## config.mk

```make
export PLATFORM = sky130hd
export DESIGN_NAME = mem_seq_ctrl_flat
export DESIGN_NICKNAME = d
export VERILOG_FILES = /design/src/rtl/mem_seq_ctrl_if.sv /design/src/rtl/mem_seq_ctrl.sv /design/src/flat_wrapper.sv
export SDC_FILE = /design/constraint.sdc
export NUM_CORES = 1
export LEC_CHECK = 0
export CAP_MARGIN = 20
export CORE_MARGIN = 2
export CORE_UTILIZATION = 25
export DETAILED_ROUTE_END_ITERATION = 6
export DONT_BUFFER_PORTS = 1
export PLACE_DENSITY_LB_ADDON = 0.05
export SLEW_MARGIN = 20
export SYNTH_ARGS = -nofsm -noshare
export SYNTH_HDL_FRONTEND = slang
export SYNTH_SLANG_ARGS = --single-unit
```

## constraint.sdc

```tcl
create_clock -name clk -period 24.2 [get_ports clk]
set_input_delay 2.42 -clock clk [delete_from_list [all_inputs] [get_ports clk]]
set_output_delay 2.42 -clock clk [all_outputs]
set_load 0.1 [all_outputs]
```

## src/rtl/mem_seq_ctrl_if.sv

```systemverilog
// ---------------------------------------------------------------------------
// mem_seq_ctrl_if
//   Bundles the pipeline-side request/response signals and the byte-wide
//   memory bus of mem_seq_ctrl.
//   slave  : the sequencer (requests in, stall/done/results and memory
//            strobes out, memory read data in)
//   master : the pipeline stage plus memory model driving the sequencer
// Parameters: I lanes, L bits per lane / memory word, A byte-address bits.
// ---------------------------------------------------------------------------
interface mem_seq_ctrl_if #(
    parameter int I = 20,
    parameter int L = 8,
    parameter int A = 32
);
    // pipeline side
    logic             req_i;
    logic             op_vector_i;
    logic             we_i;
    logic [A-1:0]     addr_i;
    logic [I*L-1:0]   wdata_v_i;
    logic [L-1:0]     wdata_s_i;
    logic             stall_o;
    logic             done_o;
    logic [I*L-1:0]   rdata_v_o;
    logic [L-1:0]     rdata_s_o;
    // memory side
    logic             mem_en_o;
    logic             mem_we_o;
    logic [A-1:0]     mem_addr_o;
    logic [L-1:0]     mem_wdata_o;
    logic [L-1:0]     mem_rdata_i;

    modport slave (
        input  req_i, op_vector_i, we_i, addr_i, wdata_v_i, wdata_s_i, mem_rdata_i,
        output stall_o, done_o, rdata_v_o, rdata_s_o,
               mem_en_o, mem_we_o, mem_addr_o, mem_wdata_o
    );

    modport master (
        output req_i, op_vector_i, we_i, addr_i, wdata_v_i, wdata_s_i, mem_rdata_i,
        input  stall_o, done_o, rdata_v_o, rdata_s_o,
               mem_en_o, mem_we_o, mem_addr_o, mem_wdata_o
    );
endinterface

```

## src/rtl/mem_seq_ctrl.sv

```systemverilog
// ---------------------------------------------------------------------------
// mem_seq_ctrl
//   Sequences a scalar (1 beat) or vector (I beats) load/store from the MEM
//   pipeline stage onto a byte-wide synchronous memory, stalling the
//   pipeline until the access completes.
// Ports:
//   clk  : sole clock, rising edge
//   rst  : asynchronous active-high reset
//   bus  : mem_seq_ctrl_if.slave
//          req_i/op_vector_i/we_i/addr_i/wdata_v_i/wdata_s_i  request
//          stall_o/done_o/rdata_v_o/rdata_s_o                  response
//          mem_en_o/mem_we_o/mem_addr_o/mem_wdata_o            memory strobe
//          mem_rdata_i                                         read data, 1 cycle
//                                                              after read strobe
// ---------------------------------------------------------------------------
module mem_seq_ctrl #(
    parameter int I = 20,
    parameter int L = 8,
    parameter int A = 32
) (
    input  logic           clk,
    input  logic           rst,
    mem_seq_ctrl_if.slave  bus
);
    localparam int CW = (I > 1) ? $clog2(I) : 1;

    typedef enum logic [1:0] {S_IDLE, S_ACCESS, S_DRAIN, S_DONE} state_t;

    state_t          state_q, state_d;
    logic [CW-1:0]   cnt_q;
    logic            vec_q, we_q;
    logic [A-1:0]    base_q;
    logic [I*L-1:0]  wdata_v_q;
    logic [L-1:0]    wdata_s_q;
    // read-return tracking: one entry, because data arrives one cycle later
    logic            rd_pend_q, rd_vec_q;
    logic [CW-1:0]   rd_idx_q;
    logic [L-1:0]    rdata_s_q;

    logic            accept, last_beat;
    logic [L-1:0]    wlane [I];

    logic            stall, done, mem_en, mem_we;
    logic [A-1:0]    mem_addr;
    logic [L-1:0]    mem_wdata;

    assign accept    = (state_q == S_IDLE) && bus.req_i;
    assign last_beat = !vec_q || (cnt_q == CW'(I - 1));

    // ---------------- state register ----------------
    always_ff @(posedge clk or posedge rst) begin
        if (rst) state_q <= S_IDLE;
        else     state_q <= state_d;
    end

    // ---------------- next state ----------------
    always_comb begin
        state_d = state_q;
        case (state_q)
            S_IDLE:   if (bus.req_i) state_d = S_ACCESS;
            S_ACCESS: if (last_beat) state_d = we_q ? S_DONE : S_DRAIN;
            S_DRAIN:  state_d = S_DONE;
            S_DONE:   state_d = S_IDLE;
            default:  state_d = S_IDLE;
        endcase
    end

    // ---------------- outputs ----------------
    // Address/data are forced to zero outside ACCESS so the bus is never X
    // and reads as zero while reset is held.
    always_comb begin
        stall     = 1'b0;
        done      = 1'b0;
        mem_en    = 1'b0;
        mem_we    = 1'b0;
        mem_addr  = '0;
        mem_wdata = '0;
        case (state_q)
            S_IDLE:   stall = bus.req_i;
            S_ACCESS: begin
                stall     = 1'b1;
                mem_en    = 1'b1;
                mem_we    = we_q;
                mem_addr  = base_q + A'(cnt_q);   // wraps mod 2^A
                mem_wdata = vec_q ? wlane[cnt_q] : wdata_s_q;
            end
            S_DRAIN:  stall = 1'b1;
            S_DONE:   done  = 1'b1;
            default:  stall = 1'b0;
        endcase
    end

    assign bus.stall_o     = stall;
    assign bus.done_o      = done;
    assign bus.mem_en_o    = mem_en;
    assign bus.mem_we_o    = mem_we;
    assign bus.mem_addr_o  = mem_addr;
    assign bus.mem_wdata_o = mem_wdata;
    assign bus.rdata_s_o   = rdata_s_q;

    // ---------------- operand latch, beat counter, read tracking ----------------
    always_ff @(posedge clk or posedge rst) begin
        if (rst) begin
            cnt_q     <= '0;
            vec_q     <= 1'b0;
            we_q      <= 1'b0;
            base_q    <= '0;
            wdata_v_q <= '0;
            wdata_s_q <= '0;
            rd_pend_q <= 1'b0;
            rd_vec_q  <= 1'b0;
            rd_idx_q  <= '0;
            rdata_s_q <= '0;
        end else begin
            if (accept) begin
                vec_q     <= bus.op_vector_i;
                we_q      <= bus.we_i;
                base_q    <= bus.addr_i;
                wdata_v_q <= bus.wdata_v_i;
                wdata_s_q <= bus.wdata_s_i;
                cnt_q     <= '0;
            end else if (state_q == S_ACCESS && !last_beat) begin
                cnt_q <= cnt_q + CW'(1);
            end
            // remember which lane the current read beat targets; its data
            // is captured on the following edge
            rd_pend_q <= (state_q == S_ACCESS) && !we_q;
            rd_vec_q  <= vec_q;
            rd_idx_q  <= cnt_q;
            if (rd_pend_q && !rd_vec_q) rdata_s_q <= bus.mem_rdata_i;
        end
    end

    // ---------------- per-lane write mux source and read result ----------------
    genvar gi;
    generate
        for (gi = 0; gi < I; gi++) begin : g_lane
            logic [L-1:0] lane_q;

            assign wlane[gi] = wdata_v_q[gi*L +: L];

            always_ff @(posedge clk or posedge rst) begin
                if (rst)
                    lane_q <= '0;
                else if (rd_pend_q && rd_vec_q && rd_idx_q == CW'(gi))
                    lane_q <= bus.mem_rdata_i;
            end

            assign bus.rdata_v_o[gi*L +: L] = lane_q;
        end
    endgenerate
endmodule

```

## src/flat_wrapper.sv

```systemverilog
// flat-port wrapper written by rule: the top's interface ports become plain ports
module mem_seq_ctrl_flat 
#(
    parameter int I = 20,
    parameter int L = 8,
    parameter int A = 32
)
  (clk, rst, bus_req_i, bus_op_vector_i, bus_we_i, bus_addr_i, bus_wdata_v_i, bus_wdata_s_i, bus_mem_rdata_i, bus_stall_o, bus_done_o, bus_rdata_v_o, bus_rdata_s_o, bus_mem_en_o, bus_mem_we_o, bus_mem_addr_o, bus_mem_wdata_o);
  mem_seq_ctrl_if #(.I(I), .L(L), .A(A)) bus_i ();
  input  logic clk;
  input  logic rst;
  input wire logic [$bits(bus_i.req_i)-1:0] bus_req_i;
  input wire logic [$bits(bus_i.op_vector_i)-1:0] bus_op_vector_i;
  input wire logic [$bits(bus_i.we_i)-1:0] bus_we_i;
  input wire logic [$bits(bus_i.addr_i)-1:0] bus_addr_i;
  input wire logic [$bits(bus_i.wdata_v_i)-1:0] bus_wdata_v_i;
  input wire logic [$bits(bus_i.wdata_s_i)-1:0] bus_wdata_s_i;
  input wire logic [$bits(bus_i.mem_rdata_i)-1:0] bus_mem_rdata_i;
  output wire logic [$bits(bus_i.stall_o)-1:0] bus_stall_o;
  output wire logic [$bits(bus_i.done_o)-1:0] bus_done_o;
  output wire logic [$bits(bus_i.rdata_v_o)-1:0] bus_rdata_v_o;
  output wire logic [$bits(bus_i.rdata_s_o)-1:0] bus_rdata_s_o;
  output wire logic [$bits(bus_i.mem_en_o)-1:0] bus_mem_en_o;
  output wire logic [$bits(bus_i.mem_we_o)-1:0] bus_mem_we_o;
  output wire logic [$bits(bus_i.mem_addr_o)-1:0] bus_mem_addr_o;
  output wire logic [$bits(bus_i.mem_wdata_o)-1:0] bus_mem_wdata_o;
  assign bus_i.req_i = bus_req_i;
  assign bus_i.op_vector_i = bus_op_vector_i;
  assign bus_i.we_i = bus_we_i;
  assign bus_i.addr_i = bus_addr_i;
  assign bus_i.wdata_v_i = bus_wdata_v_i;
  assign bus_i.wdata_s_i = bus_wdata_s_i;
  assign bus_i.mem_rdata_i = bus_mem_rdata_i;
  assign bus_stall_o = bus_i.stall_o;
  assign bus_done_o = bus_i.done_o;
  assign bus_rdata_v_o = bus_i.rdata_v_o;
  assign bus_rdata_s_o = bus_i.rdata_s_o;
  assign bus_mem_en_o = bus_i.mem_en_o;
  assign bus_mem_we_o = bus_i.mem_we_o;
  assign bus_mem_addr_o = bus_i.mem_addr_o;
  assign bus_mem_wdata_o = bus_i.mem_wdata_o;
  mem_seq_ctrl #(.I(I), .L(L), .A(A)) u_core (.clk(clk), .rst(rst), .bus(bus_i));
endmodule
```

==> impl.org <==
** Placement
- OpenSTA, run right after detailed placement, puts the worst setup slack at 17.86 ns.
- Detailed placement finished with a half-perimeter wire length of 39,700 µm.
- Port buffering added 0 buffers.
- At the end of routability-driven placement, the weighted congestion stood at 0.735.

** Finish
- Filler cells :: 6,811
- Relative to the synthesized area, the layout overhead comes to 16.2%.
- The multi-input combinational cells in the finished layout cover a total of 7060 µm².
- The library cell used most frequently in the layout, excluding fill and tap cells, is dfrtp_1.
- Highest-count cells in the layout ignoring fill and taps :: dfrtp_1, mux2_2, mux2i_1
- Total Nets Final :: 1,455
- Registers take 9610 µm².
- In the final layout, the share of cells above drive strength 1 is 0.407.

** Global routing
- Vias in the first global route :: 10,600
- Busiest metal layer after global routing :: met2
- Total GRT Usage :: 0.160
- The first global-routing pass estimated 81,000 µm of wire.
- Largest net degree at the start of global routing :: 171
- The initial antenna violation count is 35.
- GRT met1 Usage :: 0.189
- In the global route stage, met3 resource usage came out at 0.0792.
- Total congestion overflow after global routing :: 0
- In the global route stage, met2 resource usage came out at 0.260.

** Synthesis
- Post-synthesis sequential element count :: 384
- Netlist cell types :: 44
- Dominant synthesized flop cell :: dfrtp_1
- For this run, the register share of the synthesized area comes to 0.571.
- Synthesized area per cell :: 13.7 µm²
- Synthesis produced a netlist with a net count of 1,456.
- Yosys printed 0 warnings.
- Count of mapped cells out of synthesis :: 1,232
- By area the synthesized netlist is led by dfrtp_1, mux2_2, mux2i_1.
- The largest total area in the synthesized netlist belongs to dfrtp_1.
- Of the post-synthesis cell area, the dominant cell type holds 0.571.
- In this run, synthesis inferred 0 flip-flops with an integrated enable.
- Summing every instance area after synthesis gives 16,800 µm².
- Counting flops with an async set or reset pin after synthesis yields a share of 1.00.

** Clocking
- The clock passes through at most 3 buffers.
- Number of gates given a new drive strength after cts :: 0
- The H-tree was split into 2 levels.
- TritonCTS built the clock tree.
- Clock tree synthesis selected as its root buffer the cell clkbuf_16.
- Num Clock Sinks :: 384
- For the worst-skew pair, the clock arrives at the later sink with an insertion delay of 0.58 ns.
- For this design, the CTS-stage hold fixing added 0 buffers.
- After clock tree synthesis, the clock-pin slew on the worst setup and hold paths is 0.06 ns.
- Counting the buffers created by CTS gives 49.
- Post-CTS timing repair inserted 0 buffers for setup.

** Setup path
- Worst r2r src :: u_core.state_q[1]
- Maximum fanout count along the critical path :: 45
- The critical path is of the register to primary output type.
- Worst-case reg-to-reg path depth :: 6
- Worst R2R Setup Slack :: 21.34 ns
- Reg2reg end :: u_core.state_q[1]
- Required time of the worst setup path :: 21.78 ns
- The worst setup path is launched from a register.
- Data on the critical path arrives at its endpoint at 4.16 ns.
- STA classifies the critical path endpoint as a primary output.

** Drt
- First DRT Iteration DRCs :: 461
- In the final routed layout, each cell accounts on average for 26.3 µm.
- The count of nets left with antenna violations once routing finished came out at 0.
- DRC violations left :: 0
- Total via count in the routed design :: 10,100
- Summed over all layers, the routed wires come to 56,400 µm.
- First-pass iteration count of the detailed router :: 4
- After detailed routing, the number of vias per cell comes to 4.68.

** Flow run
- Max-cap violations in this run came to 0.

** STA
- Slew Limit Headroom :: 0.205
- Unrepaired setup endpoints after global routing :: no
- At the pin with the least slew margin, the transition time is 1.19 ns.
- The number of hold violations in the final report is 0.
- Worst Skew :: 0.0130 ns
- Of the available clock period, the critical path in the final layout requires 0.272.
- Setup total negative slack on the finished layout was measured at 0 ns.
- Worst-case setup margin in the final layout :: 17.62 ns
- Final Setup Violations :: 0
- The number of slew-limit violations in the final report is 0.
- Static timing analysis puts the maximum clock frequency at 152 MHz.
- The worst path needs 6.58 ns of the cycle, external delays included.

** Die
- In this run the horizontal extent of the chip is 263 µm.
- Core area :: 66,900 µm²
- Number of placement rows :: 95
- Height of the die :: 263 µm
- 425 I/O pins were placed.
- Starting utilization of the core area :: 0.252
- The die covers 69,400 µm².

** Hold path
- Hold_sp :: u_core.wdata_v_q[10]
- For hold timing, the worst endpoint is u_core.wdata_v_q[10].
- The path class of the tightest hold or removal check is register to register.
- Counting instances, the worst hold path has a depth of 1.

** Power and ir drop
- Largest voltage drop on the vdd net :: 0.000105 V
- Static Leakage :: 8.05 nW
- Total power density per cell area :: 154 nW/µm²

** Outcome
- The flow ran to the end, and the final reports show no timing, DRC or antenna violations.
[power by group]
part	switching, mW	internal, mW	leakage [nW]
clock	0.287	0.425	0.753
sequential	0.570	0.867	4.74
combinational	0.521	0.344	2.56
total	1.38	1.64	8.05
[layer usage]
layer	vias up	part of all wire
li1	4456	-
met3	117	0.11
met5	-	0.0051
met2	290	0.47
met4	48	0.020
met1	5150	0.39
[metrics by stage]
step	hold slack, ns	instances	instance area (µm²)	utilization	total power, mW
global route	0.515	2139	19500	0.292	3.18
global placement	0.483	2053	18000	0.269	2.32
floorplan	0.376	1232	16800	-	2.09
detailed placement	0.489	2053	18000	0.269	2.33
finish	0.498	2148	19600	0.292	3.01
CTS	0.502	2139	19500	0.292	3.07
[cell type report]
cell class,count,share of cell area
multi-input combinational,765,0.361
tap,873,0.0558
clock buffer,73,0.0709
clock inverter,13,0.00768
antenna,9,0.00115
inverter,12,0.00269
timing repair buffer,19,0.00947
sequential,384,0.491
[flip-flops by register name, summed over array words and instances (netlist names)]
signal	count
u_core.g_lane.lane_q	160
u_core.vec_q	1
u_core.wdata_v_q	160
u_core.wdata_s_q	8
u_core.we_q	1
u_core.rd_vec_q	1
u_core.rd_idx_q	5
u_core.cnt_q	5
u_core.rd_pend_q	1
u_core.state_q	2
u_core.base_q	32
u_core.bus.rdata_s_o	8
[critical path, stage by stage, from the launching register on]
cell and delay (ns):
dfrtp_4 0.50, buf_4 0.66, buf_4 0.72, mux2i_1 0.30, o22ai_1 0.18, a211oi_1 0.73, a31oi_2 0.16, buf_4 0.27
[logic make-up after synthesis]
| logic type | count (synthesis) | share of synthesized area |
|---|---|---|
| muxes | 442 | 0.291 |
| DFF | 384 | 0.571 |
| and+or+nand+nor | 180 | 0.0562 |
| AOI/OAI and AO/OA | 114 | 0.0445 |
| buffers and inverters | 83 | 0.0198 |
| xor gates and xnor gates | 18 | 0.00937 |
| adders and majority gates | 11 | 0.00862 |
[synth_stat cells, types with 2 or more instances]
cell type / instances
nand4_1: 4
mux2i_1: 68
a22oi_1: 16
or3_1: 5
ha_1: 10
nand2_1: 37
and2_1: 9
nand4b_1: 2
a21o_1: 2
a211oi_1: 19
a21oi_1: 21
o21a_1: 6
nor2_1: 46
o22ai_1: 8
nor2_2: 9
nand2b_1: 10
nor3_2: 2
a31oi_1: 10
dfrtp_1: 384
mux2_2: 374
buf_1: 4
xnor2_1: 10
o21ai_0: 20
o211ai_1: 4
o31ai_1: 2
nor2b_1: 15
nand3_1: 20
nor3_1: 3
buf_2: 17
nand3b_1: 2
o31a_1: 2
inv_1: 12
clkbuf_1: 50
and3_1: 5
and4_1: 8
xor2_1: 8
[worst max path at each step]
| stage | slack, ns | from | to |
|---|---|---|---|
| floorplan | 11.11 | rst | u_core.base_q[0] |
| global placement | 17.86 | bus_req_i | bus_stall_o |
| detailed placement | 17.86 | bus_req_i | bus_stall_o |
| CTS | 17.47 | u_core.cnt_q[1] | bus_mem_wdata_o[4] |
| global route | 17.36 | u_core.cnt_q[0] | bus_mem_addr_o[18] |
| finish | 17.62 | u_core.cnt_q[1] | bus_mem_wdata_o[4] |
(Power assumes the default switching activity.)
